<file path="config.mk">
export PLATFORM = sky130hd
export DESIGN_NAME = mem_access_unit_flat
export DESIGN_NICKNAME = d
export VERILOG_FILES = /design/src/rtl/mem_access_unit_if.sv /design/src/rtl/mem_access_unit.sv /design/src/flat_wrapper.sv
export SDC_FILE = /design/constraint.sdc
export NUM_CORES = 1
export LEC_CHECK = 0
export BUFFER_PORTS_ARGS = -buffer_cell sky130_fd_sc_hd__buf_2
export CORE_UTILIZATION = 30
export DETAILED_ROUTE_END_ITERATION = 7
export HOLD_SLACK_MARGIN = 0.03
export PLACE_DENSITY = 0.62
export SYNTH_ARGS = -nofsm -noshare
export SYNTH_HDL_FRONTEND = slang
export SYNTH_SLANG_ARGS = --single-unit
</file>
<file path="constraint.sdc">
create_clock -name clk -period 5.5 [get_ports clk]
set_input_delay 1.1 -clock clk [delete_from_list [all_inputs] [get_ports clk]]
set_output_delay 1.1 -clock clk [all_outputs]
set_load 0.05 [all_outputs]
</file>
<file path="src/rtl/mem_access_unit_if.sv">
// Request/response and data-RAM bus between the MEM stage and mem_access_unit.
// The unit side is "slave"; the pipeline plus RAM side is "master".
interface mem_access_unit_if;
  logic        req_valid;
  logic        req_ready;
  logic        req_write;
  logic [1:0]  req_size;
  logic        req_signed;
  logic [31:0] req_addr;
  logic [31:0] req_wdata;
  logic        resp_valid;
  logic [31:0] resp_rdata;
  logic        resp_err;
  logic [31:0] mem_addr;
  logic [31:0] mem_wdata;
  logic        mem_read;
  logic        mem_write;
  logic [31:0] mem_rdata;

  modport slave (
    input  req_valid, req_write, req_size, req_signed, req_addr, req_wdata, mem_rdata,
    output req_ready, resp_valid, resp_rdata, resp_err,
           mem_addr, mem_wdata, mem_read, mem_write
  );

  modport master (
    output req_valid, req_write, req_size, req_signed, req_addr, req_wdata, mem_rdata,
    input  req_ready, resp_valid, resp_rdata, resp_err,
           mem_addr, mem_wdata, mem_read, mem_write
  );
endinterface

</file>
<file path="src/rtl/mem_access_unit.sv">
// Load/store initiator for a word-addressed data RAM without byte enables.
// Sub-word stores are read-modify-write; loads return sign/zero-extended lanes.
module mem_access_unit #(
  parameter int unsigned ADDR_LIMIT = 1024
) (
  input logic               clk,
  input logic               rst,
  mem_access_unit_if.slave  bus
);

  typedef enum logic [1:0] {IDLE, RD, WR, RESP} state_t;

  state_t      state, state_nxt;
  logic [31:0] addr_q, wdata_q, word_q, rdata_q;
  logic [1:0]  size_q;
  logic        signed_q, write_q, err_q;
  logic        accept, req_err;
  logic [7:0]  lane_b;
  logic [15:0] lane_h;
  logic [31:0] load_val, merged;

  assign bus.req_ready = (state == IDLE) && !rst;
  assign accept        = bus.req_valid && bus.req_ready;

  assign req_err = (bus.req_size == 2'b11)
                || (bus.req_size == 2'b01 && bus.req_addr[0])
                || (bus.req_size == 2'b10 && bus.req_addr[1:0] != 2'b00)
                || (bus.req_addr >= ADDR_LIMIT);

  // Extracting straight from mem_rdata at the RD edge equals extracting from
  // the captured word, and lets resp_rdata be registered in the same cycle.
  assign lane_b = bus.mem_rdata[{addr_q[1:0], 3'b000} +: 8];
  assign lane_h = bus.mem_rdata[{addr_q[1], 4'b0000} +: 16];

  // NOTE: every always_comb output gets a default first so no latch is inferred.
  always_comb begin
    load_val = bus.mem_rdata;
    case (size_q)
      2'b00:   load_val = {{24{signed_q & lane_b[7]}}, lane_b};
      2'b01:   load_val = {{16{signed_q & lane_h[15]}}, lane_h};
      default: load_val = bus.mem_rdata;
    endcase
  end

  always_comb begin
    merged = word_q;
    case (size_q)
      2'b00:   merged[{addr_q[1:0], 3'b000} +: 8] = wdata_q[7:0];
      2'b01:   merged[{addr_q[1], 4'b0000} +: 16] = wdata_q[15:0];
      default: merged = wdata_q;
    endcase
  end

  always_comb begin
    state_nxt = state;
    case (state)
      IDLE: if (accept) begin
        if (req_err)                    state_nxt = RESP;
        else if (!bus.req_write)        state_nxt = RD;
        else if (bus.req_size == 2'b10) state_nxt = WR;
        else                            state_nxt = RD;
      end
      RD:      state_nxt = write_q ? WR : RESP;
      WR:      state_nxt = RESP;
      RESP:    state_nxt = IDLE;
      default: state_nxt = IDLE;
    endcase
  end

  // Strobes decode from state alone, so an async reset drops mem_write at once.
  always_comb begin
    bus.mem_read  = 1'b0;
    bus.mem_write = 1'b0;
    bus.mem_addr  = '0;
    bus.mem_wdata = '0;
    case (state)
      RD: begin
        bus.mem_read = 1'b1;
        bus.mem_addr = {addr_q[31:2], 2'b00};
      end
      WR: begin
        bus.mem_write = 1'b1;
        bus.mem_addr  = {addr_q[31:2], 2'b00};
        bus.mem_wdata = merged;
      end
      default: ;
    endcase
  end

  assign bus.resp_valid = (state == RESP);
  assign bus.resp_err   = (state == RESP) && err_q;
  assign bus.resp_rdata = rdata_q;

  // NOTE: sequential state uses non-blocking assignments so every register
  // samples pre-edge values regardless of statement order.
  always_ff @(posedge clk or posedge rst) begin
    if (rst) state <= IDLE;
    else     state <= state_nxt;
  end

  always_ff @(posedge clk or posedge rst) begin
    if (rst) begin
      addr_q   <= '0;
      wdata_q  <= '0;
      size_q   <= '0;
      signed_q <= 1'b0;
      write_q  <= 1'b0;
      err_q    <= 1'b0;
      word_q   <= '0;
      rdata_q  <= '0;
    end else begin
      if (accept) begin
        addr_q   <= bus.req_addr;
        wdata_q  <= bus.req_wdata;
        size_q   <= bus.req_size;
        signed_q <= bus.req_signed;
        write_q  <= bus.req_write;
        err_q    <= req_err;
        if (req_err) rdata_q <= '0;
      end
      if (state == RD) begin
        word_q <= bus.mem_rdata;
        if (!write_q) rdata_q <= load_val;
      end
      if (state == WR) rdata_q <= '0;
    end
  end

endmodule

</file>
<file path="src/flat_wrapper.sv">
// flat-port wrapper written by rule: the top's interface ports become plain ports
module mem_access_unit_flat 
#(
  parameter int unsigned ADDR_LIMIT = 1024
)
  (clk, rst, bus_req_valid, bus_req_write, bus_req_size, bus_req_signed, bus_req_addr, bus_req_wdata, bus_mem_rdata, bus_req_ready, bus_resp_valid, bus_resp_rdata, bus_resp_err, bus_mem_addr, bus_mem_wdata, bus_mem_read, bus_mem_write);
  mem_access_unit_if bus_i ();
  input logic clk;
  input logic rst;
  input wire logic [$bits(bus_i.req_valid)-1:0] bus_req_valid;
  input wire logic [$bits(bus_i.req_write)-1:0] bus_req_write;
  input wire logic [$bits(bus_i.req_size)-1:0] bus_req_size;
  input wire logic [$bits(bus_i.req_signed)-1:0] bus_req_signed;
  input wire logic [$bits(bus_i.req_addr)-1:0] bus_req_addr;
  input wire logic [$bits(bus_i.req_wdata)-1:0] bus_req_wdata;
  input wire logic [$bits(bus_i.mem_rdata)-1:0] bus_mem_rdata;
  output wire logic [$bits(bus_i.req_ready)-1:0] bus_req_ready;
  output wire logic [$bits(bus_i.resp_valid)-1:0] bus_resp_valid;
  output wire logic [$bits(bus_i.resp_rdata)-1:0] bus_resp_rdata;
  output wire logic [$bits(bus_i.resp_err)-1:0] bus_resp_err;
  output wire logic [$bits(bus_i.mem_addr)-1:0] bus_mem_addr;
  output wire logic [$bits(bus_i.mem_wdata)-1:0] bus_mem_wdata;
  output wire logic [$bits(bus_i.mem_read)-1:0] bus_mem_read;
  output wire logic [$bits(bus_i.mem_write)-1:0] bus_mem_write;
  assign bus_i.req_valid = bus_req_valid;
  assign bus_i.req_write = bus_req_write;
  assign bus_i.req_size = bus_req_size;
  assign bus_i.req_signed = bus_req_signed;
  assign bus_i.req_addr = bus_req_addr;
  assign bus_i.req_wdata = bus_req_wdata;
  assign bus_i.mem_rdata = bus_mem_rdata;
  assign bus_req_ready = bus_i.req_ready;
  assign bus_resp_valid = bus_i.resp_valid;
  assign bus_resp_rdata = bus_i.resp_rdata;
  assign bus_resp_err = bus_i.resp_err;
  assign bus_mem_addr = bus_i.mem_addr;
  assign bus_mem_wdata = bus_i.mem_wdata;
  assign bus_mem_read = bus_i.mem_read;
  assign bus_mem_write = bus_i.mem_write;
  mem_access_unit #(.ADDR_LIMIT(ADDR_LIMIT)) u_core (.clk(clk), .rst(rst), .bus(bus_i));
endmodule
</file>
# Yosys cells after proc, flatten, opt, wreduce, memory -nomap -nowiden
# Index checks and enable logic that the tools add are counted.
op_classes:
  add_sub_neg: 2
  order_cmp: 1
  n_eq_ne: 8
  shifts: 6
  muxes: 19
  n_bitwise: 2
  reduce_logical: 13
ops:
  columns: ["op", "count"]
  rows:
  - ["$mux 32", 7]
  - ["$pmux 32 s2", 2]
  - ["$bwmux 32", 2]
  - ["$ge 32x11->1 const B", 1]
  - ["$shift 16x7->32 const A", 1]
  - ["$shift 8x7->32 const A", 1]
  - ["$shiftx 16x7->32", 1]
  - ["$shiftx 32x6->16", 1]
  - ["$shiftx 32x6->8", 1]
  - ["$shiftx 8x7->32", 1]
  - ["$neg 5->7", 2]
  - ["$eq 2x2->1 const B", 4]
  - ["$mux 2", 4]
  - ["$pmux 2 s4", 1]
  - ["$eq 2x1->1 const B", 3]
  - ["$logic_and 1x1->1", 5]
  - ["$logic_not 2->1", 2]
  - ["$logic_or 1x1->1", 3]
  - ["$mux 1", 3]
  - ["$and 1x1->1", 2]
  - ["$ne 2x1->1 const B", 1]
  - ["$reduce_bool 2->1", 1]
  - ["$reduce_or 2->1", 1]
  - ["$logic_not 1->1", 1]
totals:
  regBits: 135
  input_bits: 103
  output_inout_bits: 101
  word_cells: 60

# Logic depth before layout (Yosys ltp)
# Gate-level depths: netlist (run 1).
logic_depth:
  word_depth: 10
  depth_mapped: 8

# Worst setup path before layout (run 1)
# Ideal clock, no wire load.
synth_timing:
  kind: "flip-flop to output port"
  start: "reg u_core.addr_q[0]"
  end: "out bus_mem_wdata[11]"
  arrival_time_ps: 2663
  slack_ps: 1737
  path_stages_with_launch: 9
  path_buffers: 2
  cell_sequence: "dfrtp_1 buf_2 inv_1 ha_1 and4b_1 clkbuf_1 a22o_1 nand2_1 a21boi_0"
synth_via:
  elab_chain_cells: 5
synth_rtl:
  columns: ["item", "line_no", "text"]
  rows:
  - ["start: declaration", "mem_access_unit.sv:14", "logic [31:0] addr_q, wdata_q, word_q, rdata_q;"]
  - ["start signal: assignment", "mem_access_unit.sv:113", "addr_q <= bus.req_addr;"]
  - ["$neg 5->7 (*)", "mem_access_unit.sv:48", "2'b00: merged[{addr_q[1:0], 3'b000} +: 8] = wdata_q[7:0];"]
  - ["$shiftx 8x7->32 / $shift 8x7->32 (equally long branches)", "mem_access_unit.sv:48", null]
  - ["$bwmux 32 (*)", "mem_access_unit.sv:48", null]
  - ["$pmux 32 s2 (*)", "mem_access_unit.sv:47", "case (size_q)"]
  - ["$mux 32 (*)", "mem_access_unit.sv:76", "case (state)"]
  - ["end: declaration", "flat_wrapper.sv:22", "output wire logic [$bits(bus_i.mem_wdata)-1:0] bus_mem_wdata;"]
# Mark *: on every way between the ends. The rest lies on a longest branch, timed or not.

# Final worst setup path (run 1)
layout_timing:
  start: "reg u_core.addr_q[0]"
  end: "out bus_mem_wdata[23]"
# The elaborated chain is that of the path after synthesis.

==> qor_table.md, run 1 <==
| Stage | Item | Reported |
|:---|:---|:---|
| clock network | Cell at the root of the clock tree | clkbuf_16 |
| floorplanning | Ports placed on the boundary | 204 |
| critical path | Data required time at the worst endpoint | 4400 ps |
| timing | Setup TNS | 0 ps |
| placed design | Post-DP HPWL | 17000 um |
| grt | Antenna violations before repair | 2 |
| yosys | Share of synthesized area occupied by flip-flops and latches | 47.4% |
| yosys | Cell variety after synth | 46 |
| placed design | Post-Place Cells | 1106 |
| clock network | Clock input transition at the sequential cells of the worst setup and hold paths | 60 ps |
| yosys | Average instance area after synthesis | 11.4 um2 |
| timing | Slack of the critical path | 1200 ps |
| critical path | Crit-path max FO | 12 |
| yosys | Most used DFF post-synth | dfrtp_1 |
| timing | Actual transition at the worst max-transition pin | 1160 ps |
| timing | Achievable frequency | 233 MHz |
| critical path | Worst setup path class | register to output port |
| critical path | Critical Path Source Type | register |
| clock network | Worst-Skew Late Latency | 440 ps |
| route | Number of vias after detailed routing | 5914 |
| floorplanning | Overall die area | 0.0244 mm2 |
| grt | Largest net degree at the start of global routing | 77 |
| route | Post-detailed-route DRC marker count | 0 |
| cells and area | Final-layout fill cell count | 2363 |
| yosys | Number of synthesized flops with an enable pin | 0 |
| clock network | Clock buffer count from CTS | 17 |
| hold path | Kind of path behind the tightest hold check | register to register |
| route | Via-per-instance ratio | 5.19 |
| grt | Total grt overflow | 0 |
| critical path | Data arrival time at the worst-slack endpoint | 3200 ps |
| floorplanning | Initial cell density of the core | 30.5% |
| timing | Count of pins over their slew limit | 0 |
| timing | Final hold violation count | 0 |
| yosys | Total number of yosys warnings | 0 |
| cells and area | Post-route insts no fill | 1140 |
| run status | Status | finished clean |
| timing | Time the worst path needs with I/O delays and setup | 4300 ps |
| cells and area | Area added between synthesis and finish | 25.9% |
| yosys | Synthesized instance count | 623 |
| yosys | Yosys top cell area share | 47.4% |
| yosys | Post-synthesis cell area | 0.00713 mm2 |
| route | Number of nets still failing antenna checks after routing | 0 |
| yosys | Async SR Flop Fraction | 100% |
| critical path | Type of element capturing the critical path | output port |
| route | Detailed-route wire length per cell | 20.5 um |
| timing | Worst setup skew after layout | 14.6 ps |
| placed design | Dpl ws | 1640 ps |
| grt | Wire length of the first global-routing pass | 35300 um |
| clock network | CTS tree | yes |
| clock network | Post_cts resized | 0 |
| route | Iteration-0 DRC Markers | 437 |
| timing | Remaining max-slew budget at the tightest pin | 22.2% |
| clock network | Number of buffers on the longest clock path | 2 |
| timing | Final setup violation count | 0 |
| clock network | Quantity of hold-fixing buffers added after cts | 0 |
| placed design | Count of buffers inserted at the top-level ports | 201 |
| clock network | Count of buffers added by post-CTS timing repair for setup | 0 |
| timing | RSZ-0062 raised after global routing | false |
| cells and area | Area taken by multi-input logic gates | 0.00348 mm2 |
| clock network | Number of levels in the clock H-tree | 4 |
| clock network | Clock net sink count | 135 |
| cells and area | Total area of sequential cells | 0.00338 mm2 |
| floorplanning | Die Span X | 156 um |
| floorplanning | Die Span Y | 156 um |
| timing | Fraction of the cycle the final worst path needs | 78.1% |
| cells and area | Proportion of layout cells with a drive suffix above 1 | 44.2% |
| floorplanning | Core area | 0.0234 mm2 |
| yosys | Flop and latch count out of synthesis | 135 |
| route | Routed WL | 23300 um |
| grt | Vias in the first global route | 5872 |
| yosys | Most area-consuming cells after synthesis | dfrtp_1, mux2_2, mux2i_1 |
| grt | Total track usage | 19.6% |
| route | Number of iterations in the first detailed-routing pass | 6 |
| floorplanning | Standard-cell rows | 56 |
| yosys | Cell type with the largest total area after synthesis | dfrtp_1 |
| cells and area | Number of nets in the layout | 919 |
| flow run | Total of max-cap violations | 0 |
| placed design | Routability cong. | 0.854 |
[worst max-delay path, cell delays in order, from the launching register on]
cell and delay, ps:
dfrtp_1 560, inv_1 140, ha_1 380, nand3b_1 90
o31ai_1 920, a221oi_1 240, nor2_1 150, buf_2 270
[worst paths after layout]
check | from | to | slack [ps] | cells past startpoint
max reg2reg | u_core.size_q[0] | u_core.bus.resp_rdata[12] | 2980 | 4
min in group asynchronous | rst | u_core.addr_q[10] | 910 | 2
max in group asynchronous | rst | u_core.wdata_q[3] | 3570 | 3
min reg2reg | u_core.err_q | u_core.err_q | 470 | 1
max | u_core.addr_q[0] | bus_mem_wdata[23] | 1200 | 7
min | u_core.err_q | u_core.err_q | 470 | 1
[Yosys cell counts (12+ instances only)]
library cell	count
clkbuf_1	25
a221oi_1	17
nand2_1	50
mux2i_1	33
a22o_1	12
and2_1	31
o22ai_1	33
a21oi_1	12
nor2b_1	16
mux2_2	103
o221ai_1	15
dfrtp_1	135
nor2_1	21
[area by class of cell]
cell class,instances,share of cell area (%)
multi-input cells,430,38.8
flip-flops and latches,135,37.6
repair buffers,211,12.0
clock buffers,20,5.20
well taps,319,4.45
clock inverters,12,1.31
inverters,11,0.488
diodes,2,0.0558
[cells by family (layout without fill, tap and decap cells)]
family          Yosys count  after routing  share of synthesized area (%)
compound gates          141            141                           15.6
simple gates            140            140                           10.0
other cells               1              4                         0.0526
fa+ha+maj                10             10                           1.76
mux                     137            137                           21.2
buf+inv                  59            254                           3.91
flops                   135            135                           47.4
[flip-flops by register name (all words and copies together) (netlist names)]
name / flops
u_core.size_q: 2
u_core.bus.resp_rdata: 32
u_core.signed_q: 1
u_core.write_q: 1
u_core.addr_q: 32
u_core.word_q: 32
u_core.wdata_q: 32
u_core.err_q: 1
u_core.state: 2
[placed cells by master (no fill, tap or decap), types with 6 or more instances in the layout]
cell and instances:
a221o_1 8, a21oi_1 11, a22o_1 12, nand2_1 50
o22ai_1 33, a22oi_1 11, nor2_1 21, mux2i_1 33
mux2_2 103, o221ai_1 15, o21ai_0 11, ha_1 10
a221oi_1 17, nor2b_1 16, clkbuf_16 17, buf_4 10
inv_1 8, and2_1 31, dfrtp_1 135, nor4_1 6
a221oi_2 7, buf_2 201
[metrics by stage]
step           util (%)  hold slack (ps)  area [um2]
2_1_floorplan         -              441        7130
3_3_place_gp       35.8              454        8390
3_5_place_dp       35.8              466        8390
4_1_cts            38.3              479        8970
5_1_grt            38.3              513        8970
6_report           38.4              474        8970
[routing by layer]
| layer | track usage, % | share of wire [%] |
|---|---|---|
| met1 | 24.0 | 41 |
| met2 | 31.8 | 48 |
| met3 | 6.28 | 7.6 |
| met4 | 7.80 | 3.0 |
| met5 | 0 | 0 |
Power of run 1 is left out: the tool's default activity adds up to more than one toggle a clock period on the data nets, which glitch-free logic cannot reach.
==> run 2: changes to the inputs <==
- PLACE_DENSITY: 0.62 -> 0.64
- clock period: 5.5 -> 3.5 ns (I/O delays scaled with it)
==> run 2 against run 1 <==
Core utilization rose by 0.68 points. Clock skew fell by 6.6 ps. Setup slack got worse by 1000 ps. Critical path type unchanged. Final area rose by 1.8%. Critical endpoint is now bus_mem_wdata[31]. Largest cell class unchanged.
==> qor_table.md, run 2 (synthesis results as in run 1) <==
| Stage | Item | Reported | vs previous |
|:---|:---|:---|:---|
| floorplanning | Overall die area | 0.0244 mm2 | unchanged |
| cells and area | Post-route insts no fill | 1147 | +0.61% |
| floorplanning | Die Span Y | 156 um | unchanged |
| placed design | Cell area after placement | 0.00848 mm2 | +1.2% |
| route | Detailed-route wire length per cell | 20.2 um | -1.4% |
| clock network | Clock input transition at the sequential cells of the worst setup and hold paths | 60 ps | about the same |
| timing | Final setup violation count | 0 | unchanged |
| critical path | Critical Path Source Type | register |  |
| hold path | Kind of path behind the tightest hold check | primary input to async pin |  |
| timing | Actual transition at the worst max-transition pin | 803 ps | -354 ps |
| route | Post-detailed-route DRC marker count | 0 | unchanged |
| timing | Worst setup skew after layout | 7.97 ps | -6.61 ps |
| flow run | Total of max-cap violations | 0 | unchanged |
| floorplanning | Standard-cell rows | 56 | unchanged |
| floorplanning | Core area | 0.0234 mm2 | unchanged |
| cells and area | Post-route design area | 0.00913 mm2 | +1.8% |
| cells and area | Area added between synthesis and finish | 28.2% |  |
| cells and area | Most frequent cells in the layout | buf_2, dfrtp_1, mux2_2 |  |
| run status | Status | finished clean |  |
| critical path | Type of element capturing the critical path | output port |  |
| placed design | Routability cong. | 0.817 | -4.3% |
| timing | Achievable frequency | 302 MHz |  |
| placed design | Count of buffers inserted at the top-level ports | 201 | unchanged |
| critical path | Crit-path max FO | 19 | +7 |
| timing | Final hold violation count | 0 | unchanged |
| grt | Vias in the first global route | 5929 | +0.97% |
| clock network | Clock buffer count from CTS | 17 | unchanged |
| clock network | Clock net sink count | 135 | unchanged |
| placed design | Post-DP HPWL | 17000 um | -0.20% |
| cells and area | Proportion of layout cells with a drive suffix above 1 | 44.8% | +0.59 points |
| grt | Antenna violations before repair | 3 | +1 |
| critical path | Data required time at the worst endpoint | 2800 ps | -1600 ps |
| grt | Total grt overflow | 0 | unchanged |
| critical path | Data arrival time at the worst-slack endpoint | 2610 ps | -590 ps |
| grt | Largest net degree at the start of global routing | 106 | +38% |
| clock network | Number of buffers on the longest clock path | 2 | unchanged |
| timing | Count of pins over their slew limit | 0 | unchanged |
| clock network | Worst-Skew Late Latency | 420 ps | -20 ps |
| critical path | Worst setup path class | register to output port |  |
| route | Routed WL | 23100 um | -0.84% |
| clock network | Number of levels in the clock H-tree | 4 | unchanged |
| route | Iteration-0 DRC Markers | 379 | -13% |
| floorplanning | Ports placed on the boundary | 204 | unchanged |
| clock network | Quantity of hold-fixing buffers added after cts | 0 | unchanged |
| timing | Remaining max-slew budget at the tightest pin | 46.3% | +24 points |
| grt | Total track usage | 19.3% | -0.26 points |
| clock network | Post_cts resized | 1 | +1 |
| route | Number of iterations in the first detailed-routing pass | 5 | -1 |
| timing | Setup TNS | 0 ps | unchanged |
| timing | Fraction of the cycle the final worst path needs | 94.5% |  |
| cells and area | Number of nets in the layout | 927 | +0.87% |
| timing | Time the worst path needs with I/O delays and setup | 3310 ps |  |
| placed design | Post-Place Cells | 1114 | +0.72% |
| floorplanning | Die Span X | 156 um | unchanged |
| critical path | Register-to-Register Path Depth | 5 | +1 |
| floorplanning | Initial cell density of the core | 30.5% | unchanged |
| grt | Wire length of the first global-routing pass | 35000 um | -0.90% |
| clock network | CTS tree | yes |  |
| route | Number of nets still failing antenna checks after routing | 0 | unchanged |
| route | Number of vias after detailed routing | 5951 | +0.63% |
| cells and area | Commonest non-fill, non-tap cell in the layout | buf_2 |  |
| route | Via-per-instance ratio | 5.19 | about the same |
| clock network | Count of buffers added by post-CTS timing repair for setup | 0 | unchanged |
| timing | Final Hold Slack | 434 ps | -39.7 ps |
| timing | RSZ-0062 raised after global routing | false |  |
| clock network | Cell at the root of the clock tree | clkbuf_16 |  |
## run 2: final timing paths
path / slack (ps) / startpoint / end
hold / removal: 430 / rst / u_core.addr_q[11]
setup reg to reg: 1300 / u_core.state[1] / u_core.bus.resp_rdata[14]
hold reg to reg: 500 / u_core.err_q / u_core.err_q
setup / recovery: 190 / u_core.addr_q[1] / bus_mem_wdata[31]
min in group clk: 500 / u_core.err_q / u_core.err_q
max in group asynchronous: 2580 / rst / u_core.addr_q[1]
## run 2: metrics by stage
stage	util [%]	setup WS, ps
final	39.0	193
after global routing	39.0	46.5
after CTS	39.0	36.3
after detailed placement	36.2	171
after global placement	36.2	340
after floorplan	-	137
## run 2: routing by layer
layer	GRT usage [%]	vias up	routed length (um)
met4	7.00	0	673
li1	-	2705	-
met2	31.8	246	11200
met5	0	-	0
met1	23.4	2965	9450
met3	6.47	35	1830
## run 2: cell type report
type,count,area (um2)
repair buffers,219,1180
inverters,11,45.0
clock inverters,11,173
diodes,2,5.00
fillers,2335,14300
clock buffers,20,457
well taps,319,399
flip-flops and latches,135,3380
multi-input cells,430,3490
## run 2: worst max-delay path, cell delays in order (launching register included)
cell	delay (ps)
dfrtp_2	450
buf_4	340
ha_1	230
nor4bb_1	270
buf_4	200
a221o_1	150
a22oi_1	60
nor2b_1	190
buf_2	290
Power of run 2 is left out for the same reason.
